===== src/rtl/input_skew_buffer_if.sv =====
// Row-load / skewed-stream handshake bundle between the input buffer,
// the skew buffer and the systolic array.
interface input_skew_buffer_if #(
    parameter int N          = 4,
    parameter int DATA_WIDTH = 8
);
    logic [N*DATA_WIDTH-1:0] inbuf_bus;
    logic                    inbuf_valid;
    logic                    inbuf_ready;
    logic [N*DATA_WIDTH-1:0] array_data;
    logic                    array_valid;
    logic                    array_enable;
    logic                    tile_last;

    // Environment side: supplies rows, consumes skewed steps.
    modport master (
        output inbuf_bus, inbuf_valid, array_enable,
        input  inbuf_ready, array_data, array_valid, tile_last
    );

    // Skew buffer side.
    modport slave (
        input  inbuf_bus, inbuf_valid, array_enable,
        output inbuf_ready, array_data, array_valid, tile_last
    );
endinterface


===== src/rtl/input_skew_buffer.sv =====
// Collects an N x N tile row by row, then replays it to a systolic array
// as 2N-1 diagonally skewed lane vectors (lane j delayed by j steps).
module input_skew_buffer #(
    parameter int N          = 4,
    parameter int DATA_WIDTH = 8
) (
    input logic                 clk,
    input logic                 reset,
    input_skew_buffer_if.slave  skew_if
);
    localparam int RW  = (N > 1) ? $clog2(N) : 1;
    localparam int SW  = (N > 1) ? $clog2(2*N - 1) : 1;
    localparam int SW1 = SW + 1;
    localparam logic [RW-1:0] ROW_LAST  = RW'(N - 1);
    localparam logic [SW-1:0] STEP_LAST = SW'(2*N - 2);

    typedef enum logic {LOAD, STREAM} state_t;

    state_t                       state_q, state_d;
    logic [RW-1:0]                row_q, row_d;
    logic [SW-1:0]                step_q, step_d;
    logic [N-1:0][DATA_WIDTH-1:0] tile [N];
    logic [N-1:0][DATA_WIDTH-1:0] skew_vec;
    logic                         accept;

    assign accept = (state_q == LOAD) && skew_if.inbuf_valid;

    // State and counter registers.
    always_ff @(posedge clk) begin
        if (reset) begin
            state_q <= LOAD;
            row_q   <= '0;
            step_q  <= '0;
        end else begin
            state_q <= state_d;
            row_q   <= row_d;
            step_q  <= step_d;
        end
    end

    // Next-state, counter advance and handshake/status outputs.
    always_comb begin
        state_d              = state_q;
        row_d                = row_q;
        step_d               = step_q;
        skew_if.inbuf_ready  = 1'b0;
        skew_if.array_valid  = 1'b0;
        skew_if.tile_last    = 1'b0;
        case (state_q)
            LOAD: begin
                skew_if.inbuf_ready = 1'b1;
                if (skew_if.inbuf_valid) begin
                    if (row_q == ROW_LAST) begin
                        row_d   = '0;
                        step_d  = '0;
                        state_d = STREAM;
                    end else begin
                        row_d = row_q + 1'b1;
                    end
                end
            end
            STREAM: begin
                skew_if.array_valid = 1'b1;
                skew_if.tile_last   = (step_q == STEP_LAST);
                if (skew_if.array_enable) begin
                    if (step_q == STEP_LAST) begin
                        step_d  = '0;
                        state_d = LOAD;
                    end else begin
                        step_d = step_q + 1'b1;
                    end
                end
            end
        endcase
    end

    // Tile storage: accepted row goes to the slot named by the row counter.
    always_ff @(posedge clk) begin
        if (reset) begin
            tile <= '{default: '0};
        end else if (accept) begin
            tile[row_q] <= skew_if.inbuf_bus;
        end
    end

    // Lane j shows tile[step-j][j]; the extra sign bit of diff flags step < j.
    for (genvar lane = 0; lane < N; lane++) begin : g_lane
        logic [SW:0] diff;
        logic        hit;
        assign diff = {1'b0, step_q} - SW1'(lane);
        assign hit  = (state_q == STREAM) && !diff[SW] && (diff[SW-1:0] <= SW'(N - 1));
        assign skew_vec[lane] = hit ? tile[diff[RW-1:0]][lane] : '0;
    end

    assign skew_if.array_data = skew_vec;
endmodule


===== src/flat_wrapper.sv =====
// flat-port wrapper written by rule: the top's interface ports become plain ports
module input_skew_buffer_flat 
#(
    parameter int N          = 4,
    parameter int DATA_WIDTH = 8
)
  (clk, reset, skew_if_inbuf_bus, skew_if_inbuf_valid, skew_if_array_enable, skew_if_inbuf_ready, skew_if_array_data, skew_if_array_valid, skew_if_tile_last);
  input_skew_buffer_if #(.N(N), .DATA_WIDTH(DATA_WIDTH)) skew_if_i ();
  input logic clk;
  input logic reset;
  input wire logic [$bits(skew_if_i.inbuf_bus)-1:0] skew_if_inbuf_bus;
  input wire logic [$bits(skew_if_i.inbuf_valid)-1:0] skew_if_inbuf_valid;
  input wire logic [$bits(skew_if_i.array_enable)-1:0] skew_if_array_enable;
  output wire logic [$bits(skew_if_i.inbuf_ready)-1:0] skew_if_inbuf_ready;
  output wire logic [$bits(skew_if_i.array_data)-1:0] skew_if_array_data;
  output wire logic [$bits(skew_if_i.array_valid)-1:0] skew_if_array_valid;
  output wire logic [$bits(skew_if_i.tile_last)-1:0] skew_if_tile_last;
  assign skew_if_i.inbuf_bus = skew_if_inbuf_bus;
  assign skew_if_i.inbuf_valid = skew_if_inbuf_valid;
  assign skew_if_i.array_enable = skew_if_array_enable;
  assign skew_if_inbuf_ready = skew_if_i.inbuf_ready;
  assign skew_if_array_data = skew_if_i.array_data;
  assign skew_if_array_valid = skew_if_i.array_valid;
  assign skew_if_tile_last = skew_if_i.tile_last;
  input_skew_buffer #(.N(N), .DATA_WIDTH(DATA_WIDTH)) u_core (.clk(clk), .reset(reset), .skew_if(skew_if_i));
endmodule

===== config.mk =====
export PLATFORM = sky130hd
export DESIGN_NAME = input_skew_buffer_flat
export DESIGN_NICKNAME = d
export VERILOG_FILES = /design/src/rtl/input_skew_buffer_if.sv /design/src/rtl/input_skew_buffer.sv /design/src/flat_wrapper.sv
export SDC_FILE = /design/constraint.sdc
export NUM_CORES = 1
export LEC_CHECK = 0
export ABC_AREA = 1
export CAP_MARGIN = 5
export CORE_UTILIZATION = 37
export DETAILED_ROUTE_END_ITERATION = 6
export PLACE_DENSITY = 0.62
export SYNTH_ARGS = -nofsm -noshare
export SYNTH_HDL_FRONTEND = slang
export SYNTH_SLANG_ARGS = --single-unit

===== constraint.sdc =====
create_clock -name clk -period 2.5 [get_ports clk]
set_input_delay 0.5 -clock clk [delete_from_list [all_inputs] [get_ports clk]]
set_output_delay 0.5 -clock clk [all_outputs]
set_load 0.05 [all_outputs]

Word-level counts from Yosys, hierarchy flattened

Cells that the tools add are included.

Register bits after elaboration: 134
Bits of input ports: 36
Output and inout bits: 35
Logic and storage cells: 92

$add $sub $neg: 5
Eq/ne operators: 5
Mux-type cells: 33
Reduce and logical (&&, ||, !) cells: 14
Magnitude comparators: 10
Bitwise gates (word level): 6

Operators with widths:

| operator                                                               | number |
|---|---|
| 32-bit binary-select mux with 2-bit select                             | 4 |
| 128-bit bitwise mux                                                    | 1 |
| 32-bit 2-to-1 mux                                                      | 3 |
| 32-bit demux with 2-bit select                                         | 1 |
| 24-bit 2-to-1 mux                                                      | 2 |
| 8-bit 2-to-1 mux                                                       | 6 |
| 16-bit 2-to-1 mux                                                      | 2 |
| 3-bit >= comparator (second input constant)                            | 5 |
| 2-bit inverter with 3-bit output                                       | 5 |
| 3-bit by 2-bit <= comparator with 1-bit output (second input constant) | 4 |
| 3-bit 2-to-1 mux                                                       | 4 |
| 1-bit logical AND                                                      | 9 |
| 3-bit by 2-bit subtractor with 4-bit output (second input constant)    | 2 |
| 1-bit 2-to-1 mux                                                       | 7 |
| 2-bit inequality test (second input constant)                          | 3 |
| 3-bit case mux with 2 select lines                                     | 1 |
| 3-bit by 1-bit subtractor with 4-bit output (second input constant)    | 1 |
| 3-bit by 1-bit adder with 3-bit output (second input constant)         | 1 |
| 3-bit equality test (second input constant)                            | 1 |
| 1-bit logical NOT                                                      | 3 |
| 3-bit by 1-bit < comparator with 1-bit output (second input constant)  | 1 |
| 3-bit AND reduction                                                    | 1 |
| 2-bit by 1-bit adder with 2-bit output (second input constant)         | 1 |
| 2-bit equality test (second input constant)                            | 1 |
| other kinds (4)                                                        | 4 |

Longest topological paths before layout

Gate-level depths: netlist (run 1).

Word-level depth: 6
Mapped depth: 11
Gate-level depth less buffers: 8

Worst setup path after synthesis (run 1)

Ideal clock, no wire load.

Path type: reg-to-output
From: register u_core.step_q[1]
To: output skew_if_array_data[10]
Slack: -0.435 ns
Cell stages (with the launch flop): 11
Required time: 2.000 ns
Path buffers: 4
Arrival time: 2.435 ns
Path through: dfxtp_1 > buf_2 > clkinv_1 > buf_2 > ha_1 > buf_2 > inv_1 > buf_2 > nand3_1 > nand2_1 > nor2_1

Cells in the longest elaborated chain, start to end: 6
Elaborated cells between the ends (all ways): 10
Classes of those cells: add/sub: 1; order compare: 1; mux: 4; bitwise: 1; reduce/logical: 3

Ends and longest elaborated chain:

| element                                                | RTL line                | source |
|---|---|---|
| start, declared                                        | input_skew_buffer.sv:21 | `logic [SW-1:0] step_q, step_d;` |
| start signal, assigned                                 | input_skew_buffer.sv:37 | `step_q <= step_d;` |
| 3-bit by 1-bit subtractor with 4-bit output *          | input_skew_buffer.sv:90 | `assign diff = {1'b0, step_q} - SW1'(lane);` |
| 2-bit inverter with 3-bit output (implied by the code) | input_skew_buffer.sv:92 | `assign skew_vec[lane] = hit ? tile[diff[RW-1:0]][lane] : '0;` |
| 32-bit binary-select mux with 2-bit select             | input_skew_buffer.sv:92 |  |
| 16-bit 2-to-1 mux (implied by the code) (2 in series)  | input_skew_buffer.sv:92 |  |
| 8-bit 2-to-1 mux *                                     | input_skew_buffer.sv:92 |  |
| end, declared                                          | flat_wrapper.sv:15      | `output wire logic [$bits(skew_if_i.array_data)-1:0] skew_if_array_data;` |

Every way passes the cells marked *; elsewhere a longest branch is shown, timed or not. The select of a mux whose other input is x is not followed.

Worst setup path after layout (run 1)

From: register u_core.step_q[1]
To: output skew_if_array_data[29]

Cells in the longest elaborated chain, start to end: 6
Elaborated cells between the ends (all ways): 10
Classes of those cells: add/sub: 1; order compare: 1; mux: 4; bitwise: 1; reduce/logical: 3

Ends and longest elaborated chain:

| element                                                | RTL line |
|---|---|
| 3-bit by 2-bit subtractor with 4-bit output *          | input_skew_buffer.sv:90 |
| 2-bit inverter with 3-bit output (implied by the code) | input_skew_buffer.sv:92 |
| 32-bit binary-select mux with 2-bit select             | input_skew_buffer.sv:92 |
| 32-bit 2-to-1 mux (implied by the code) (2 in series)  | input_skew_buffer.sv:92 |
| 8-bit 2-to-1 mux *                                     | input_skew_buffer.sv:92 |

Marked as above.

==> metrics.yaml, run 1 <==
ant_nets: 0
reg2regPathDepth: 6
routed_via_density: 4.82
grt_pass1_vias: 5914
clk_pin_slew_worst_paths_ns: 0.06
synth_top_cell_by_area: "dfxtp_1"
cp-endpoint: "skew_if_array_data[29]"
finalCritPeriodShare_pct: 97.1
setup_violations: 0
fin_ws_ns: 0.0729
worst_slew_pin_slew_ns: 0.767
slew_violations: 0
p_total_mw: 5.54
ys_ff_latch: 134
dp_hpwl_mm: 10.9
setup_tns_ns: 0
p_per_area_nw_per_um2: 649
path_cells: "inv_8 -> ha_4 -> inv_1 -> buf_4 -> nand3_1 -> nand2_1 -> nand2_1 -> clkinvlp_4 -> buf_4"
die_h_um: 133
synth-seq-area-share_pct: 42.0
wl_per_cell_um: 14.2
max_stage_delay_ns: 0.40
max_slew_margin_pct: 48.8
final_hold_viol_count: 0
hold_path_class: "flop to flop"
path_max_fanout: 9
yosysTopAreaCellShare_pct: 42.0
yosys_warnings: 0
cts_tree: "done"
synth_area_leaders: "dfxtp_1 (42%), nand2_1 (16%), nor2_1 (12%)"
pin_count: 71
syn_to_final_growth_pct: 33.6
ys_async_sr_fraction_pct: 0
drc: 0
seq_area_um2: 2690
cts-root-buf: "clkbuf_16"
fmax_mhz: 412
syn_inst: 991
antenna_cells: 0
routed_wl_mm: 18.4
final_util_pct: 51.1
syn_avg_cell_area_um2: 6.45
numPortBuffers: 70
reg2reg_slack_ns: 0.74
place_worst_setup_slack_ns: 0.0893
peakVddDrop_v: 0.000498
status: "complete, no violations"
start_kind: "flop"
nets: 1108
ys_types: 20
synth_nets: 1040
place.gp.congestion: 0.759
power_leakage_nw: 3.55
antenna_found_initial: 0
coreArea_um2: 16700
crit_arrival_ns: 1.93
drive_gt1_share_pct: 13.5
synth_most_common_cell: "nand2_1"
end_kind: "primary output"
holdPathStages: 2
drt-initial-drc-count: 464
max_cap_viol_count: 0
r2r_start: "u_core.state_q"
die_x_um: 133
grt_overflow_total: 0
cp-startpoint: "u_core.step_q[1]"
grt_usage_pct: 21.9
start_util_pct: 38.3
cts.sinks: 134
grt_setup_unrepaired: "yes"
design.die.area_um2: 17800
grt_pass1_wl_mm: 30.5
rows: 47
ys_top_cells_by_count: "nand2_1 (271), nor2_1 (206), dfxtp_1 (134), inv_1 (84), o21ai_0 (84)"
grt_max_degree: 44
cts_max_level: 4
critical_path_class: "flop to primary output"
fillers: 1698
cts_max_path_buffers: 2
numCtsBuffers: 17
vias: 6230
clock_skew_ns: 0.00499
cp_data_required_time_ns: 2.00
yosys_most_used_dff: "dfxtp_1"
r2r_end: "u_core.tile[71]"
syn-cell-area_um2: 6390
first_pass_iters: 5
synth_edf_count: 0
cp_slowest_cell: "dfxtp_4"
clk_latency_ns: 0.42
multi_input_area_um2: 3240
period_needed_ns: 2.43
placed cells by master, fill, tap and decap left out, types with 4 or more instances in the layout:
cell and instances:
nand2_1 269, nor2_1 197, dfxtp_1 132, o21ai_0 83
inv_1 81, nand3_1 55, a21oi_1 47, clkdlybuf4s50_1 37
buf_12 30, buf_4 30, clkbuf_16 17, o21ai_1 15
nor2_4 11, inv_2 7, a21oi_2 7, ha_1 7
buf_6 7, clkinvlp_4 4, ha_4 4, bufinv_16 4
clkbuf_1 4, buf_8 4
worst min path at each step:
stage / start / to / slack [ns]
after global routing: u_core.tile[39] / u_core.tile[39] / 0.48
after global placement: u_core.tile[52] / u_core.tile[52] / 0.45
after floorplan: u_core.tile[48] / u_core.tile[48] / 0.44
after CTS: u_core.tile[56] / u_core.tile[56] / 0.46
after detailed placement: u_core.tile[56] / u_core.tile[56] / 0.46
final: u_core.tile[43] / u_core.tile[43] / 0.46
metrics by stage:
step | hold WS [ns] | instances | instance area [µm²]
2_1_floorplan | 0.444 | 991 | 6470
3_3_place_gp | 0.452 | 1251 | 7640
3_5_place_dp | 0.456 | 1251 | 7640
4_1_cts | 0.465 | 1292 | 8430
5_1_grt | 0.481 | 1292 | 8540
6_report | 0.465 | 1292 | 8540
layer usage:
| layer | vias up | GRT usage (%) | part of all wire, % |
|---|---|---|---|
| met5 | - | 0 | 0 |
| met4 | 0 | 6.57 | 1.5 |
| met3 | 22 | 4.87 | 4.4 |
| met2 | 124 | 35.6 | 46 |
| met1 | 2874 | 29.1 | 48 |
| li1 | 3210 | - | - |
where the power goes:
part	internal (mW)	total, mW	leakage [nW]	switching (mW)
logic	0.205	0.553	2.16	0.348
registers	2.26	2.32	1.09	0.0590
clock network	1.75	2.67	0.300	0.922
total	4.21	5.54	3.55	1.33
critical path, delay by kind of cell (launching register included):
kind                       cells  cell delay, ns
DFF                            1            0.40
adders and majority gates      1            0.29
and+or+nand+nor                3            0.28
buffers and inverters          5            0.53
layout make-up:
cell class | count | area share, %
sequential | 134 | 31.5
clock inverter | 8 | 1.70
tap | 220 | 3.22
clock buffer | 24 | 5.64
inverter | 92 | 4.28
multi-input combinational | 706 | 38.0
timing repair buffer | 108 | 15.6
kinds of logic (layout without fill, tap and decap cells):
logic type / after synthesis / after routing / share of synthesized area, %
adder cells (fa/ha/maj): 13 / 13 / 2.55
AO/OA/AOI/OAI: 154 / 154 / 12.1
AND/OR/NAND/NOR: 539 / 539 / 33.3
flip-flops: 134 / 134 / 42.0
buffers and inverters: 151 / 232 / 10.1
sequential cells by signal, indices dropped and copies added, names as in the netlist:
| name | count |
|---|---|
| u_core.tile | 128 |
| u_core.state_q | 1 |
| u_core.row_q | 2 |
| u_core.step_q | 3 |
repair_timing:
item	CTS	global route
setup endpoints to repair	24	27
buffers inserted	9	0
hold buffers	0	0
pin swaps	4	6
resized for setup	25	24
Power figures use the tool's default switching activity.
==> run 2, diff against run 1 <==
- HOLD_SLACK_MARGIN: unset -> 0.15
- PLACE_DENSITY: 0.62 -> 0.6
- RECOVER_POWER: unset -> 25
- clock period: 2.5 -> 2.9 ns (I/O delays scaled with it)
==> metrics.yaml, run 2 (synthesis gave the netlist of run 1 again) <==
grt_pass1_vias: 5786
path_max_fanout: 18
multi_input_area_um2: 3070
grtUsageMet2_pct: 35.2
grt_setup_unrepaired: "yes"
first_pass_iters: 5
grt_max_degree: 53
max_slew_margin_pct: 9.42
clock_skew_ns: 0.00401
hold-worst-slack_ns: 0.463
period_needed_ns: 2.79
numPortBuffers: 70
pin_count: 71
start_kind: "flop"
clk_pin_slew_worst_paths_ns: 0.05
routed_wl_mm: 18.6
place_worst_setup_slack_ns: 0.250
fin_ws_ns: 0.108
die_h_um: 133
end_kind: "primary output"
drive_gt1_share_pct: 9.08
cts_tree: "done"
antenna_cells: 0
max_cap_viol_count: 0
ant_nets: 0
grt_use_met1_pct: 28.9
final_common_cell: "nand2_1"
p_total_mw: 4.53
final_hold_viol_count: 0
nets: 1095
power_leakage_nw: 3.42
top_regs: "u_core.tile (128), u_core.step_q (3), u_core.row_q (2)"
critical_path_class: "flop to primary output"
worst_slew_pin_slew_ns: 1.36
grt_usage_pct: 21.7
dp_cells: 1244
grt_pass1_wl_mm: 30.2
vias: 6170
syn_to_final_growth_pct: 27.1
wl_per_cell_um: 14.5
fillers: 1743
top_register: "u_core.tile"
cp_data_required_time_ns: 2.32
finalCritPeriodShare_pct: 96.3
fmax_mhz: 358
grt_overflow_total: 0
clk_latency_ns: 0.42
top_usage_layer: "met2"
cts_hold_buffers: 0
drt-initial-drc-count: 473
dp_hpwl_mm: 11.1
final_util_pct: 48.6
cts_max_level: 4
design.die.area_um2: 17800
status: "complete, no violations"
cts.sinks: 134
met3_usage_pct: 4.49
peakVddDrop_v: 0.000435
cts-root-buf: "clkbuf_16"
place.gp.congestion: 0.773
mostFrequentLayoutCells: "nand2_1 (271), nor2_1 (199), dfxtp_1 (132)"
seq_area_um2: 2690
rows: 47
antenna_found_initial: 0
routed_via_density: 4.83
largest_reg_flops: 128
cts_max_path_buffers: 2
numCtsBuffers: 17
setup_violations: 0
slew_violations: 0
crit_arrival_ns: 2.21
die_x_um: 133
p_per_area_nw_per_um2: 558
start_util_pct: 38.3
drc: 0
stdcell_count: 1277
hold_path_class: "flop to flop"
coreArea_um2: 16700
[run 2: cell types whose count changed in the layout (fill, tap and decap cells not counted), sizes merged, moves of 3 or more]
cell,before,now
clkinvlp,4,0
buf,71,52
bufinv,4,1
clkbuf,24,33
[run 2: cell type report]
type                    count  share of cell area [%]
clock buffers              27                    6.44
well taps                 220                    3.39
flip-flops and latches    134                    33.1
multi-input cells         706                    37.8
repair buffers             95                    14.5
clock inverters             3                   0.493
inverters                  92                    4.25
[run 2: metal layers]
metal	up-vias	share of wire, %
met5	-	0
met4	0	1.3
met3	18	3.9
met2	130	46
met1	2850	48
li1	3172	-
[run 2: stage by stage]
stage	instance area, µm²	TNS (ns)
3_5_place_dp	7550	0
6_report	8120	0
5_1_grt	8120	-0.386
3_3_place_gp	7550	0
4_1_cts	8120	-0.122
2_1_floorplan	6400	-0.577
[run 2: worst paths after layout]
path | start | endpoint | slack [ns] | cells past startpoint
setup / recovery | u_core.step_q[1] | skew_if_array_data[8] | 0.11 | 9
hold / removal | u_core.tile[41] | u_core.tile[41] | 0.46 | 2
setup reg to reg | u_core.state_q | u_core.tile[125] | 0.59 | 6
hold reg to reg | u_core.tile[41] | u_core.tile[41] | 0.46 | 2
[run 2: critical path, stage by stage, from the launching register on]
cell and delay, ns:
dfxtp_1 0.33, clkinv_1 0.08, ha_1 0.31, buf_6 0.22
nor2_1 0.07, o21ai_0 0.20, nand2_2 0.13, buf_4 0.18
nor2_2 0.13, buf_12 0.15
[run 2: power by group]
part,internal [mW],total (mW),switching (mW)
registers,1.95,2.00,0.0525
logic,0.166,0.463,0.297
clock network,1.30,2.07,0.761
[run 2: what timing repair did]
item / 4_1_cts / 5_1_grt
buffers inserted: 0 / 3
gates resized for setup: 4 / 8
setup endpoints to repair: 9 / 23
cloned: 0 / 0
pin swaps: 0 / 1
==> run 3, diff against run 2 <==
- CTS_CLUSTER_SIZE: unset -> 25
==> results of run 3 <==
The final DEF is identical to that of run 2; final timing and power are the same.
